## src/rtl/game_pkg.sv

```systemverilog
// Shared game-flow types: the state encoding seen by the player-position
// block and the HUD renderer, plus the BCD score ceiling.
package game_pkg;

    typedef enum logic [1:0] {
        TITLE = 2'b00,
        PLAY  = 2'b01,
        OVER  = 2'b10
    } game_state_t;

    localparam logic [15:0] BCD_MAX = 16'h9999;

endpackage

```

## src/rtl/game_ctrl_bcd_counter4.sv

```systemverilog
// Four-digit BCD counter with per-digit carry, saturating at 9999.
// clr has priority over inc.
module bcd_counter4
    import game_pkg::*;
(
    input  logic        clk,
    input  logic        reset,
    input  logic        clr,
    input  logic        inc,
    output logic [15:0] value
);

    logic [15:0] value_inc;
    logic        carry;

    // Ripple a +1 through the digits; a digit at 9 wraps to 0 and passes carry on
    always_comb begin
        value_inc = value;
        carry     = 1'b1;
        for (int unsigned i = 0; i < 4; i++) begin
            if (carry) begin
                if (value[4*i +: 4] == 4'd9) begin
                    value_inc[4*i +: 4] = 4'd0;
                end else begin
                    value_inc[4*i +: 4] = value[4*i +: 4] + 4'd1;
                    carry               = 1'b0;
                end
            end
        end
    end

    // Score register: clear wins, increments stop at the BCD ceiling
    always_ff @(posedge clk) begin
        if (reset || clr) begin
            value <= '0;
        end else if (inc && (value != BCD_MAX)) begin
            value <= value_inc;
        end
    end

endmodule

```

## src/rtl/game_ctrl.sv

```systemverilog
// Game-flow controller: TITLE -> PLAY -> OVER -> TITLE, thrust output,
// BCD run score and (with HISCORE_EN defined) a best-score register.
module game_ctrl
    import game_pkg::*;
#(
    parameter int unsigned SCORE_DIV   = 4,
    parameter int unsigned OVER_FRAMES = 120
) (
    input  logic        clk,
    input  logic        reset,
    input  logic        btn,
    input  logic        frame_tick,
    input  logic        hit,
    output logic        on,
    output logic [1:0]  game_state,
    output logic [15:0] score,
    output logic [15:0] high_score
);

    localparam int unsigned FW = $clog2(SCORE_DIV + 1);
    localparam int unsigned LW = $clog2(OVER_FRAMES + 1);
    localparam logic [FW-1:0] DIV_LAST = FW'(SCORE_DIV - 1);
    localparam logic [LW-1:0] LOCK_MAX = LW'(OVER_FRAMES);

    game_state_t   state;
    logic          btn_q;
    logic          btn_rise;
    logic [FW-1:0] frame_cnt;
    logic [LW-1:0] lock_cnt;
    logic          score_clr;
    logic          score_inc;

    assign game_state = state;

    // Button edge detect and score-counter controls; a hit cycle never scores
    always_comb begin
        btn_rise  = btn & ~btn_q;
        score_clr = (state == TITLE) && btn_rise;
        score_inc = (state == PLAY) && !hit && frame_tick && (frame_cnt == DIV_LAST);
    end

    // State machine, frame/lockout counters and thrust output.
    // on is loaded with btn alongside each state update, so it always
    // equals btn_q gated by the state actually being shown.
    always_ff @(posedge clk) begin
        if (reset) begin
            state     <= TITLE;
            btn_q     <= 1'b0;
            on        <= 1'b0;
            frame_cnt <= '0;
            lock_cnt  <= '0;
        end else begin
            btn_q <= btn;
            case (state)
                TITLE: begin
                    if (btn_rise) begin
                        state     <= PLAY;
                        frame_cnt <= '0;
                        on        <= btn;
                    end else begin
                        on <= 1'b0;
                    end
                end
                PLAY: begin
                    if (hit) begin
                        state    <= OVER;
                        lock_cnt <= '0;
                        on       <= 1'b0;
                    end else begin
                        on <= btn;
                        if (frame_tick) begin
                            if (frame_cnt == DIV_LAST) frame_cnt <= '0;
                            else                       frame_cnt <= frame_cnt + FW'(1);
                        end
                    end
                end
                OVER: begin
                    on <= 1'b0;
                    if (frame_tick && (lock_cnt != LOCK_MAX)) begin
                        lock_cnt <= lock_cnt + LW'(1);
                    end
                    if (btn_rise && (lock_cnt == LOCK_MAX)) begin
                        state <= TITLE;
                    end
                end
                default: begin
                    state <= TITLE;
                    on    <= 1'b0;
                end
            endcase
        end
    end

    bcd_counter4 u_score (
        .clk   (clk),
        .reset (reset),
        .clr   (score_clr),
        .inc   (score_inc),
        .value (score)
    );

`ifdef HISCORE_EN
    logic        over_first;
    logic [15:0] best;

    // Latch the run score into the best score during the first OVER cycle
    always_ff @(posedge clk) begin
        if (reset) begin
            over_first <= 1'b0;
            best       <= '0;
        end else begin
            over_first <= (state == PLAY) && hit;
            if (over_first && (score > best)) begin
                best <= score;
            end
        end
    end

    assign high_score = best;
`else
    assign high_score = '0;
`endif

endmodule

```

## config.mk

```make
export PLATFORM = sky130hd
export DESIGN_NAME = game_ctrl
export DESIGN_NICKNAME = d
export VERILOG_FILES = /design/src/rtl/game_pkg.sv /design/src/rtl/game_ctrl_bcd_counter4.sv /design/src/rtl/game_ctrl.sv
export SDC_FILE = /design/constraint.sdc
export NUM_CORES = 1
export LEC_CHECK = 0
export CORE_UTILIZATION = 43
export CTS_BUF_LIST = sky130_fd_sc_hd__clkbuf_16
export CTS_CLUSTER_DIAMETER = 50
export DETAILED_ROUTE_END_ITERATION = 8
export PLACE_DENSITY_LB_ADDON = 0.05
export SETUP_SLACK_MARGIN = 0.2
export SLEW_MARGIN = 20
export SYNTH_ARGS = -nofsm -noshare
export SYNTH_HDL_FRONTEND = slang
export SYNTH_SLANG_ARGS = --single-unit
```

## constraint.sdc

```tcl
create_clock -name clk -period 2.7 [get_ports clk]
set_input_delay 0.27 -clock clk [delete_from_list [all_inputs] [get_ports clk]]
set_output_delay 0.27 -clock clk [all_outputs]
set_load 0.02 [all_outputs]
```

**After elaboration in Yosys (flattened, before gate mapping)**

Cells that the tools add are included.

- Word-level logic and storage cells: 75
- Bits in registers: 30
- Bits of input ports: 5

- Bitwise operators: 2
- Equality and inequality tests: 16
- Muxes and demuxes: 24
- Add/subtract/negate cells: 6
- Reduce and logical (&&, ||, !) cells: 18

Operator list:

| kind | number |
|---|---|
| 4-bit by 1-bit adder with 4-bit output, second input constant | 4 |
| 4-bit equality test, second input constant | 4 |
| 4-bit two-way mux | 4 |
| 16-bit != test, second input constant | 1 |
| 7-bit two-way mux | 2 |
| 7-bit one-hot mux with 2 select lines | 1 |
| 3-bit two-way mux | 4 |
| 2-bit != test, second input constant | 6 |
| 7-bit by 1-bit adder with 7-bit output, second input constant | 1 |
| 7-bit equality test, second input constant | 1 |
| 1-bit logical AND | 7 |
| 1-bit two-way mux | 7 |
| 7-bit != test, second input constant | 1 |
| 2-bit two-way mux | 3 |
| 2-bit one-hot mux with 3 select lines | 1 |
| 3-bit one-hot mux with 2 select lines | 1 |
| 2-bit AND reduction | 3 |
| 3-bit AND reduction | 2 |
| 4-bit AND reduction | 1 |
| 2-bit nonzero test | 2 |
| 3-bit by 1-bit adder with 3-bit output, second input constant | 1 |
| 3-bit by 2-bit equality test with 1-bit output, second input constant | 1 |
| 2-bit by 1-bit equality test with 1-bit output, second input constant | 1 |
| 2-bit equality test, second input constant | 1 |
| other kinds (6) | 6 |

**Depth between registers and ports, before layout**

Gate-level depths: netlist of run 1.

- Depth in word-level cells: 6
- Mapped depth: 6

**Cells and area by module**

A second synthesis of run 1 with hierarchy kept.

- Cell total of the unflattened synthesis: 204
- Area total of the unflattened synthesis: 1671.6 um2

Modules (own cells, without submodules):

| module | cells an instance | area an instance (um2) | times used |
|---|---|---|---|
| bcd_counter4 | 106 | 857.1 | 1 |
| game_ctrl | 98 | 814.5 | 1 |

**Worst setup path after synthesis of run 1**

OpenSTA, ideal clock, no wires.

- Path type: flip-flop to flip-flop
- From: reg u_score.value[3]
- To: reg u_score.value[7]
- Path buffers: 1
- Data required time: 2.566 ns
- Cell stages (with the launch flop): 6
- Arrival: 1.477 ns
- Slack: 1.089 ns
- Cell sequence: dfxtp_1 -> nor3b_2 -> nand4_2 -> buf_2 -> o311ai_0 -> o31ai_1

- Cells in the longest elaborated chain, start to end: 3
- Elaborated cells on any way between the ends: 5

Ends and longest elaborated chain:

| element | line | source |
|---|---|---|
| start, declared | game_ctrl_bcd_counter4.sv:10 | `output logic [15:0] value` |
| start signal, assigned | game_ctrl_bcd_counter4.sv:37 | `value <= value_inc;` |
| 16-bit != test or 4-bit equality test (tied branches) | game_ctrl_bcd_counter4.sv:36, game_ctrl_bcd_counter4.sv:22 |  |
| 1-bit logical AND or 1-bit two-way mux (tied branches) | game_ctrl_bcd_counter4.sv:36, game_ctrl_bcd_counter4.sv:22 |  |
| 2-bit AND reduction (no line) (*) | -- |  |

Every way passes the cells marked *; elsewhere a longest branch is shown, timed or not.
A chain may end at the register's enable or synchronous reset.

**Worst setup path in the final report of run 1**

- From: reg state[0] (netlist: game_state[0])
- To: reg u_score.value[13]

- Cells in the longest elaborated chain, start to end: 6
- Elaborated cells on any way between the ends: 9

Ends and longest elaborated chain:

| element | line | source |
|---|---|---|
| start, declared | game_ctrl.sv:25 | `game_state_t state;` |
| start signal, assigned | game_ctrl.sv:47 | `state <= TITLE;` |
| start signal, assigned | game_ctrl.sv:57 | `state <= PLAY;` |
| start signal, assigned | game_ctrl.sv:66 | `state <= OVER;` |
| 2-bit by 1-bit equality test with 1-bit output | game_ctrl.sv:39 | `score_inc = (state == PLAY) && !hit && frame_tick && (frame_cnt == DIV_LAST);` |
| 1-bit logical AND (3 in a row) | game_ctrl.sv:39 |  |
| 1-bit logical AND | game_ctrl_bcd_counter4.sv:36 | `end else if (inc && (value != BCD_MAX)) begin` |
| 2-bit AND reduction (no line) | -- |  |

Parallel ways exist; a longest one is shown, timed or not.

==> metrics.txt, run 1 <==
pin count of the biggest net entering global routing=16; FP Rows=23; number of antenna violations at the first check in global routing=0; share of the synthesized area in the top cell type=0.3361; power density over cell area=approximately 500 nW/um^2; clk buf depth=2; die height=66.46 um; CP startpoint kind=register; Routed Antenna Nets=0; routability cong.=slightly below 0.8; Final Max Slew Viols=0; Setup TNS=0 ns; P_leak=0.7686 nW; core footprint=4000 sq um; max cap viols=0; worst slew pin tran=0.6664 ns; hold-critical path depth=1; Critical Path RT=around 2.9 ns; Initial Utilization=0.4467; post-CTS setup buffer count=0; Pre-antenna DRT Iters=4; H-tree levels=2; clock sinks=30; Area Growth Syn to Fin=19.19%; RSZ-0062 raised after global routing=no; Seq cells post-synth=30; Syn Area/Cell=8.716 sq um; post-synth cell types=56; fin area=2130 sq um; area of the multi-input gates=1061 sq um; CTS Buf Count=5; die area=roughly 4400 sq um; post-DP HPWL=2786 um; worst vdd ir=232.0 uV; port buffer count=23; largest area contributor in the netlist=dfxtp_1; Worst Setup Slack, final=0.7785 ns; GRT Residual Overflow=0; first-pass GRT wire length=6085 um; register area=600.6 sq um; Min-Delay Path Class=register to register; WP data arrival=2.12 ns; status=completed; WL final=3756 um; vias in the first global route=1294; Rel. slew slack=0.5557; via count=1547; die width=approximately 66 um; Post-Syn Area=about 1800 sq um; wire per inst=about 13 um; placed instance area=1992 sq um; Iteration-0 DRC Markers=112; root buffer cell=clkbuf_16; minimum clock period=around 1.9 ns; vias per cell=5.525; number of flops mapped to enable cells by yosys=0; fmax=between 500 and 600 MHz; asr flop ratio synth=0; CTS clk-pin slew, worst paths=around 0.050 ns; fillers=around 370; final worst-path cycle share=0.7117; CP Capture Type=register; post_cts resized=0; Post-Synthesis Cells=205; IO Count=40; DP Worst Slack=0.5291 ns; setup violators final=0; CTS tree=yes; worst-case reg-to-reg path depth=4; total track usage=0.1807; Final Hold Viols=0; diode count=0; sequential fraction of the synthesis area=0.3361; layout cells sized above 1=0.08696; hold slack=0.4963 ns; CP Max Fanout=13; clk_skew=0.004790 ns; Crit Path Class=register to register; NumNets Final=237; Clock Latency Late Sink=0.27 ns; DRC=0; Main synth FF type=dfxtp_1; Final Util=0.5324; hold buffers post-CTS=0; Synth area leaders=dfxtp_1, buf_4, a21oi_1; Ys Warns=0
cell usage in the layout (no fill, tap or decap), types with 4 or more instances in the layout:
cell type,synthesis,final
clkdlybuf4s50_1,0,23
a21oi_1,15,15
nor2b_1,7,7
inv_1,10,11
nand3_1,7,7
or3_1,8,8
dfxtp_1,30,30
and2_1,4,4
nor2_1,11,11
mux2i_1,4,4
clkbuf_16,0,5
nand2_1,16,16
conb_1,1,16
o21ai_0,5,5
worst max-delay path, cell delays in order (launching register included):
cell	delay [ns]
dfxtp_1	0.53
and2b_1	0.31
nand4_2	0.30
or4_1	0.55
a21oi_1	0.14
per-layer routing:
metal / up-vias / wire length, um / part of all wire / global-route usage
met5: - / 0 / 0 / 0
met4: 0 / 47 / 0.013 / 0.06383
met3: 5 / 131 / 0.035 / 0.04966
met2: 35 / 1737 / 0.46 / 0.2717
met1: 737 / 1839 / 0.49 / 0.2456
li1: 770 / - / - / -
power by group:
| group | leakage, nW | switching (mW) | internal, mW | total [mW] |
|---|---|---|---|---|
| Combinational | 0.454 | 0.0524 | 0.0242 | 0.0766 |
| Clock | 0.0724 | 0.180 | 0.332 | 0.512 |
| Sequential | 0.242 | 0.00831 | 0.448 | 0.457 |
state kept, by name, summed over array words and instances, names as in the netlist:
| signal | flops |
|---|---|
| lock_cnt | 7 |
| u_score.value | 16 |
| game_state | 2 |
| frame_cnt | 3 |
| on | 1 |
| btn_q | 1 |
area by class of cell:
cell class | count | area share
tap | 50 | 0.02938
clock inverter | 3 | 0.005875
clock buffer | 5 | 0.05875
sequential | 30 | 0.2820
inverter | 10 | 0.01763
timing repair buffer | 23 | 0.1081
multi-input combinational | 159 | 0.4982
cells in the mapped netlist, types with 5 or more instances:
cell type / number
inv_1: 10
nand2_1: 16
nor2_1: 11
buf_4: 16
nand3_1: 7
or3_1: 8
a21oi_1: 15
nor2b_1: 7
o21ai_0: 5
dfxtp_1: 30
metrics by stage:
stage                     cells  power [mW]
after floorplan             220      0.5384
final                       280       1.045
after CTS                   280       1.057
after detailed placement    272      0.5414
after global routing        280       1.083
after global placement      272      0.5400
kinds of logic after synthesis:
group | count (synthesis) | synth area share
simple gates | 90 | 0.3347
other cells | 1 | 0.002099
flops | 30 | 0.3361
compound gates | 42 | 0.1625
fa+ha+maj | 3 | 0.02101
buf+inv | 31 | 0.1015
xor+xnor | 4 | 0.01961
mux | 4 | 0.02241
final timing paths:
check | start | endpoint | slack (ns)
setup / recovery | game_state[0] | u_score.value[13] | 0.78
hold / removal | frame_cnt[2] | frame_cnt[2] | 0.50
hold reg to reg | frame_cnt[2] | frame_cnt[2] | 0.50
setup reg to reg | game_state[0] | u_score.value[13] | 0.78
Power figures use the tool's default switching activity.
==> run 2, diff against run 1 <==
clock period = 1.75 ns   (was 2.7 ns; I/O delays follow)
==> metrics.txt, run 2 (synthesized netlist as in run 1, its figures left out) <==
fmax=628.1 MHz (was 520.4 MHz); Hold EP=u_score.value[4] (was frame_cnt[2]); die width=66.46 um (unchanged); WL final=4395 um (was 3756 um); fin cells=306 (was 280); number of antenna violations at the first check in global routing=0 (unchanged); NumNets Final=263 (was 237); max cap viols=0 (unchanged); die area=4417 sq um (unchanged); R2R Setup Slk=0.16 ns (was 0.78 ns); wire per inst=14.36 um (was 13.41 um); core footprint=4000 sq um (unchanged); fillers=337 (was 371); Routed Antenna Nets=0 (unchanged); commonest non-fill, non-tap cells in the layout=dfxtp_1, buf_4, nand2_1, conb_1 (was dfxtp_1, clkdlybuf4s50_1, nand2_1, conb_1, a21oi_1); power density over cell area=680.6 nW/um^2 (was 490.8 nW/um^2); CTS tree=yes (unchanged); hold slack=0.4948 ns (was 0.4963 ns); first-pass GRT wire length=6941 um (was 6085 um); vias per cell=5.415 (was 5.525); worst vdd ir=491.7 uV (was 232.0 uV); Clock Latency Late Sink=0.27 ns (about the same); area of the multi-input gates=1167 sq um (was 1061 sq um); clk_skew=0.002000 ns (was 0.004790 ns); total track usage=0.2084 (was 0.1807); root buffer cell=clkbuf_16 (unchanged); diode count=0 (unchanged); largest registers=u_score.value: 16 flops, lock_cnt: 7 flops, frame_cnt: 3 flops (unchanged); post-DP HPWL=3044 um (was 2786 um); port buffer count=23 (unchanged); DRC=0 (unchanged); hold_sp=u_score.value[4] (was frame_cnt[2]); status=completed (unchanged); Power, Total=1.682 mW (was 1.045 mW); Area Growth Syn to Fin=38.31% (was 19.19%); Worst Setup Slack, final=0.1580 ns (was 0.7785 ns); Final Hold Viols=0 (unchanged); Pre-antenna DRT Iters=4 (unchanged); Final Util=0.6178 (was 0.5324); via count=1657 (was 1547); GRT Residual Overflow=0 (unchanged); Post-Place Cells=290 (was 272); layout cells sized above 1=0.2578 (was 0.08696); final worst-path cycle share=0.9097 (was 0.7117); FF-to-FF Start=frame_cnt[1] (was game_state[0]); minimum clock period=1.592 ns (was 1.922 ns); Critical Path RT=1.96 ns (was 2.90 ns); CTS clk-pin slew, worst paths=0.05 ns (about the same); Initial Utilization=0.4467 (unchanged); IO Count=40 (unchanged); hold-critical path depth=2 (was 1); Most flops, register=u_score.value (unchanged); RR Endpoint=u_score.value[13] (unchanged); routability cong.=0.7727 (was 0.7810); FP Rows=23 (unchanged); Crit Path Class=register to register (unchanged); Final Max Slew Viols=0 (unchanged); hold buffers post-CTS=0 (unchanged); register area=614.3 sq um (was 600.6 sq um); die height=66.46 um (unchanged); DP Worst Slack=-0.08571 ns (was 0.5291 ns); clk buf depth=2 (unchanged); P_leak=1.014 nW (was 0.7686 nW); setup violators final=0 (unchanged); H-tree levels=2 (unchanged); max reg flops=16 (unchanged); vias in the first global route=1597 (was 1294); Iteration-0 DRC Markers=54 (was 112); pin count of the biggest net entering global routing=11 (was 16); CTS Buf Count=5 (unchanged); RSZ-0062 raised after global routing=yes (was no); CP Max Fanout=6 (was 13); Min-Delay Path Class=register to register (unchanged); CP Capture Type=register (unchanged); clock sinks=30 (unchanged); CP startpoint kind=register (unchanged); WP data arrival=1.80 ns (was 2.12 ns); worst-case reg-to-reg path depth=5 (was 4)
run 2: per-stage QoR:
stage	area [sq um]	TNS [ns]
2_1_floorplan	1867	0
3_3_place_gp	2146	-0.2884
3_5_place_dp	2146	-0.5144
4_1_cts	2366	0
5_1_grt	2471	0
6_report	2471	0
run 2: how the worst max path moves through the flow:
stage	depth (start not counted)	endpoint	slack (ns)	from
global placement	6	u_score.value[8]	-0.04	hit
detailed placement	5	u_score.value[15]	-0.09	hit
floorplan	5	frame_cnt[2]	0.20	game_state[0]
finish	5	u_score.value[13]	0.16	frame_cnt[1]
CTS	2	game_state[0]	0.15	game_state[0]
global route	6	u_score.value[9]	0.1	frame_cnt[1]
run 2: area by class of cell:
cell class | instances | share of cell area
Clock buffer | 5 | 0.05063
Clock inverter | 3 | 0.006582
Inverter | 10 | 0.01519
Multi-Input combinational cell | 159 | 0.4724
Sequential cell | 30 | 0.2486
Tap cell | 50 | 0.02532
Timing Repair Buffer | 49 | 0.1813
run 2: per-layer routing:
metal	GRT usage	wire [um]	vias to the layer above
li1	-	-	820
met1	0.2235	1895	785
met2	0.3814	2273	40
met3	0.05822	149	12
met4	0.08245	76	0
met5	0	0	-
run 2: critical path, cell delays in order (launching register included):
cell and delay, ns:
dfxtp_2 0.35, ha_4 0.14, and4bb_4 0.27, nand4_4 0.13, or4_1 0.49, a21oi_1 0.14
run 2: report_power, final:
part	switching, mW	internal, mW
registers	0.00735	0.689
logic	0.0963	0.0596
clock network	0.312	0.518
run 2: what timing repair did:
| item | CTS | global route |
|---|---|---|
| pin swaps | 7 | 7 |
| setup buffers | 5 | 3 |
| gates resized for setup | 20 | 15 |
| endpoints found under the setup margin | 23 | 20 |
==> run 3, diff against run 2 <==
CAP_MARGIN = 20   (was unset)
==> results of run 3 <==
Same layout as run 2: the final DEF is identical, and so are final timing and power.
==> RTL change: new RTL, flow settings as in run 3 <==
Set the parameter `OVER_FRAMES` to 240 (it was 120).
--- a/src/rtl/game_ctrl.sv
+++ b/src/rtl/game_ctrl.sv
@@ -4,7 +4,7 @@
     import game_pkg::*;
 #(
     parameter int unsigned SCORE_DIV   = 4,
-    parameter int unsigned OVER_FRAMES = 120
+    parameter int unsigned OVER_FRAMES = 240
 ) (
     input  logic        clk,
     input  logic        reset,
Check against the original RTL: same outputs for any inputs over 10 cycles, from zero or initial values and one cycle with reset high; that may be too few to reach the edited logic, so the function may still have changed.
==> RTL change against run 3 <==
  * Maximum frequency fell by 3.7%
  * Wire length is 19% higher
  * Area after synthesis increased by 6.5%
  * Highest routed layer unchanged
  * Non-clock buffer count is 14 higher
  * Sequential power is 1% higher
  * Global-route usage grew 2.9 points
  * Sequential cell count grew 1
  * Largest cell class unchanged
  * Largest power group unchanged
  * Final area up 11%
  * Total power decreased by 0.96%
  * Utilization increased by 4.9 points
  * Critical path depth down 1
  * Setup slack got worse by 0.061 ns
==> RTL change: results (changes against run 3) <==
stage;metric;value;unit;change
run_status;run status;finished, final reports clean;;
synthesis;Synth area leaders;dfxtp_1 33%, buf_4 6.7%, a21oi_1 4.7%;;
global_route;pin count of the biggest net entering global routing;15;;+4
synthesis;fraction of the yosys area taken by sequential cells;0.3261;;-0.01003
global_route;All-Layer GR Usage;0.2377;;+0.02928
layout;Final Net Count;287;;+9.1%
placed_design;placed cells;298;;+2.8%
pwr;peak supply drop;0.0004804;V;-2.3%
clock_network;post_cts resized;11;;-45%
timing;Layout Skew;0.006665;ns;+0.004664 ns
detailed_routing;wirelength, routed;5.221;mm;+19%
layout;share of cells above drive strength 1;0.3500;;+0.09219
detailed_routing;WL met2;2.406;mm;+5.9%
detailed_routing;vias per cell;5.694;;+5.2%
detailed_routing;initial drt markers;123;;+130%
global_route;met1 Usage GRT;0.3156;;+0.09214
layout;Layout Cells excl Fill;330;;+7.8%
layout;fillers;328;;-2.7%
synthesis;multiplexer share of the synthesized area;0.02696;;+0.004547
clock_network;post-CTS setup buffer count;17;;+12
synthesis;xor/xnor share of the synthesized area;0.01841;;-0.001199
placed_design;I/O Buffers;23;;unchanged
setup_path;Worst path max stage delay;0.43;ns;-0.06 ns
detailed_routing;met3 WL;217;µm;+46%
global_route;vias in the first global route;1715;;+7.4%
clock_network;clk_lat worst skew;0.28;ns;
setup_path;Worst EP arrival;1.84;ns;+0.04 ns
pwr;clock share of power;0.484;;-0.009
global_route;grt met3 use;0.05921;;+0.0009913
detailed_routing;Met1 Routed Length;2.499;mm;+32%
global_route;met2 Usage GRT;0.3664;;-0.01496
synthesis;synthesized instance count;218;;+6.3%
pwr;P_clk;0.807;mW;-2.8%
pwr;leak pwr;1.126;nW;+11%
synthesis;Synth top cells by count;31 x dfxtp_1, 18 x a21oi_1, 17 x buf_4;;
synthesis;compound-cell area share of the yosys netlist;0.1709;;+0.008475
layout;antenna diode instance count;0;;unchanged
setup_path;crit path max fanout;8;;+2
layout;Top Registers;u_score.value x16, lock_cnt x8, frame_cnt x3;;
synthesis;Post-Synth Adder-Cell Area;0.01972;;-0.001285
placed_design;placed cell area;0.002296;mm²;+7.0%
-- RTL change: changes by cell type after synthesis, moves of 3 or more --
cell | run 3 | this run
and2_1 | 4 | 1
and3_1 | 1 | 5
nor2b_1 | 7 | 2
and3b_1 | 0 | 4
o21ai_0 | 5 | 8
o31ai_1 | 3 | 6
nor3_1 | 3 | 0
clkbuf_1 | 1 | 4
nand2_1 | 16 | 10
a21oi_1 | 15 | 18
-- RTL change: final cells by class --
| class | count | area (µm²) | area share |
|---|---|---|---|
| Tap cell | 50 | 62.56 | 0.02280 |
| Clock buffer | 5 | 125.1 | 0.04560 |
| Timing Repair Buffer | 63 | 555.5 | 0.2025 |
| Inverter | 8 | 30.03 | 0.01094 |
| Multi-Input combinational cell | 170 | 1291 | 0.4706 |
| Sequential cell | 31 | 668.1 | 0.2435 |
| Clock inverter | 3 | 11.26 | 0.004104 |
-- RTL change: final timing paths --
kind / to / cells past startpoint / slack [ns] / from
worst max-delay path: u_score.value[7] / 4 / 0.1 / u_score.value[6]
worst min-delay path: frame_cnt[1] / 2 / 0.50 / frame_cnt[1]
worst max register to register: u_score.value[7] / 4 / 0.1 / u_score.value[6]
worst min register to register: frame_cnt[1] / 2 / 0.50 / frame_cnt[1]
-- RTL change: per-stage QoR --
step                      setup TNS [ns]  utilization  worst slack (ns)
after global placement           -0.4728       0.5579          -0.09354
final                                  0       0.6668           0.09723
after detailed placement          -1.062       0.5579           -0.1377
after CTS                              0       0.6291            0.1004
after floorplan                        0            -            0.1411
after global routing                   0       0.6668           0.06112
-- RTL change: worst register-to-register path: stages, from the launching register on --
cell and delay [ns]:
dfxtp_4 0.37, and4bb_1 0.25, and4_2 0.33, or4_1 0.44, a31oi_1 0.18
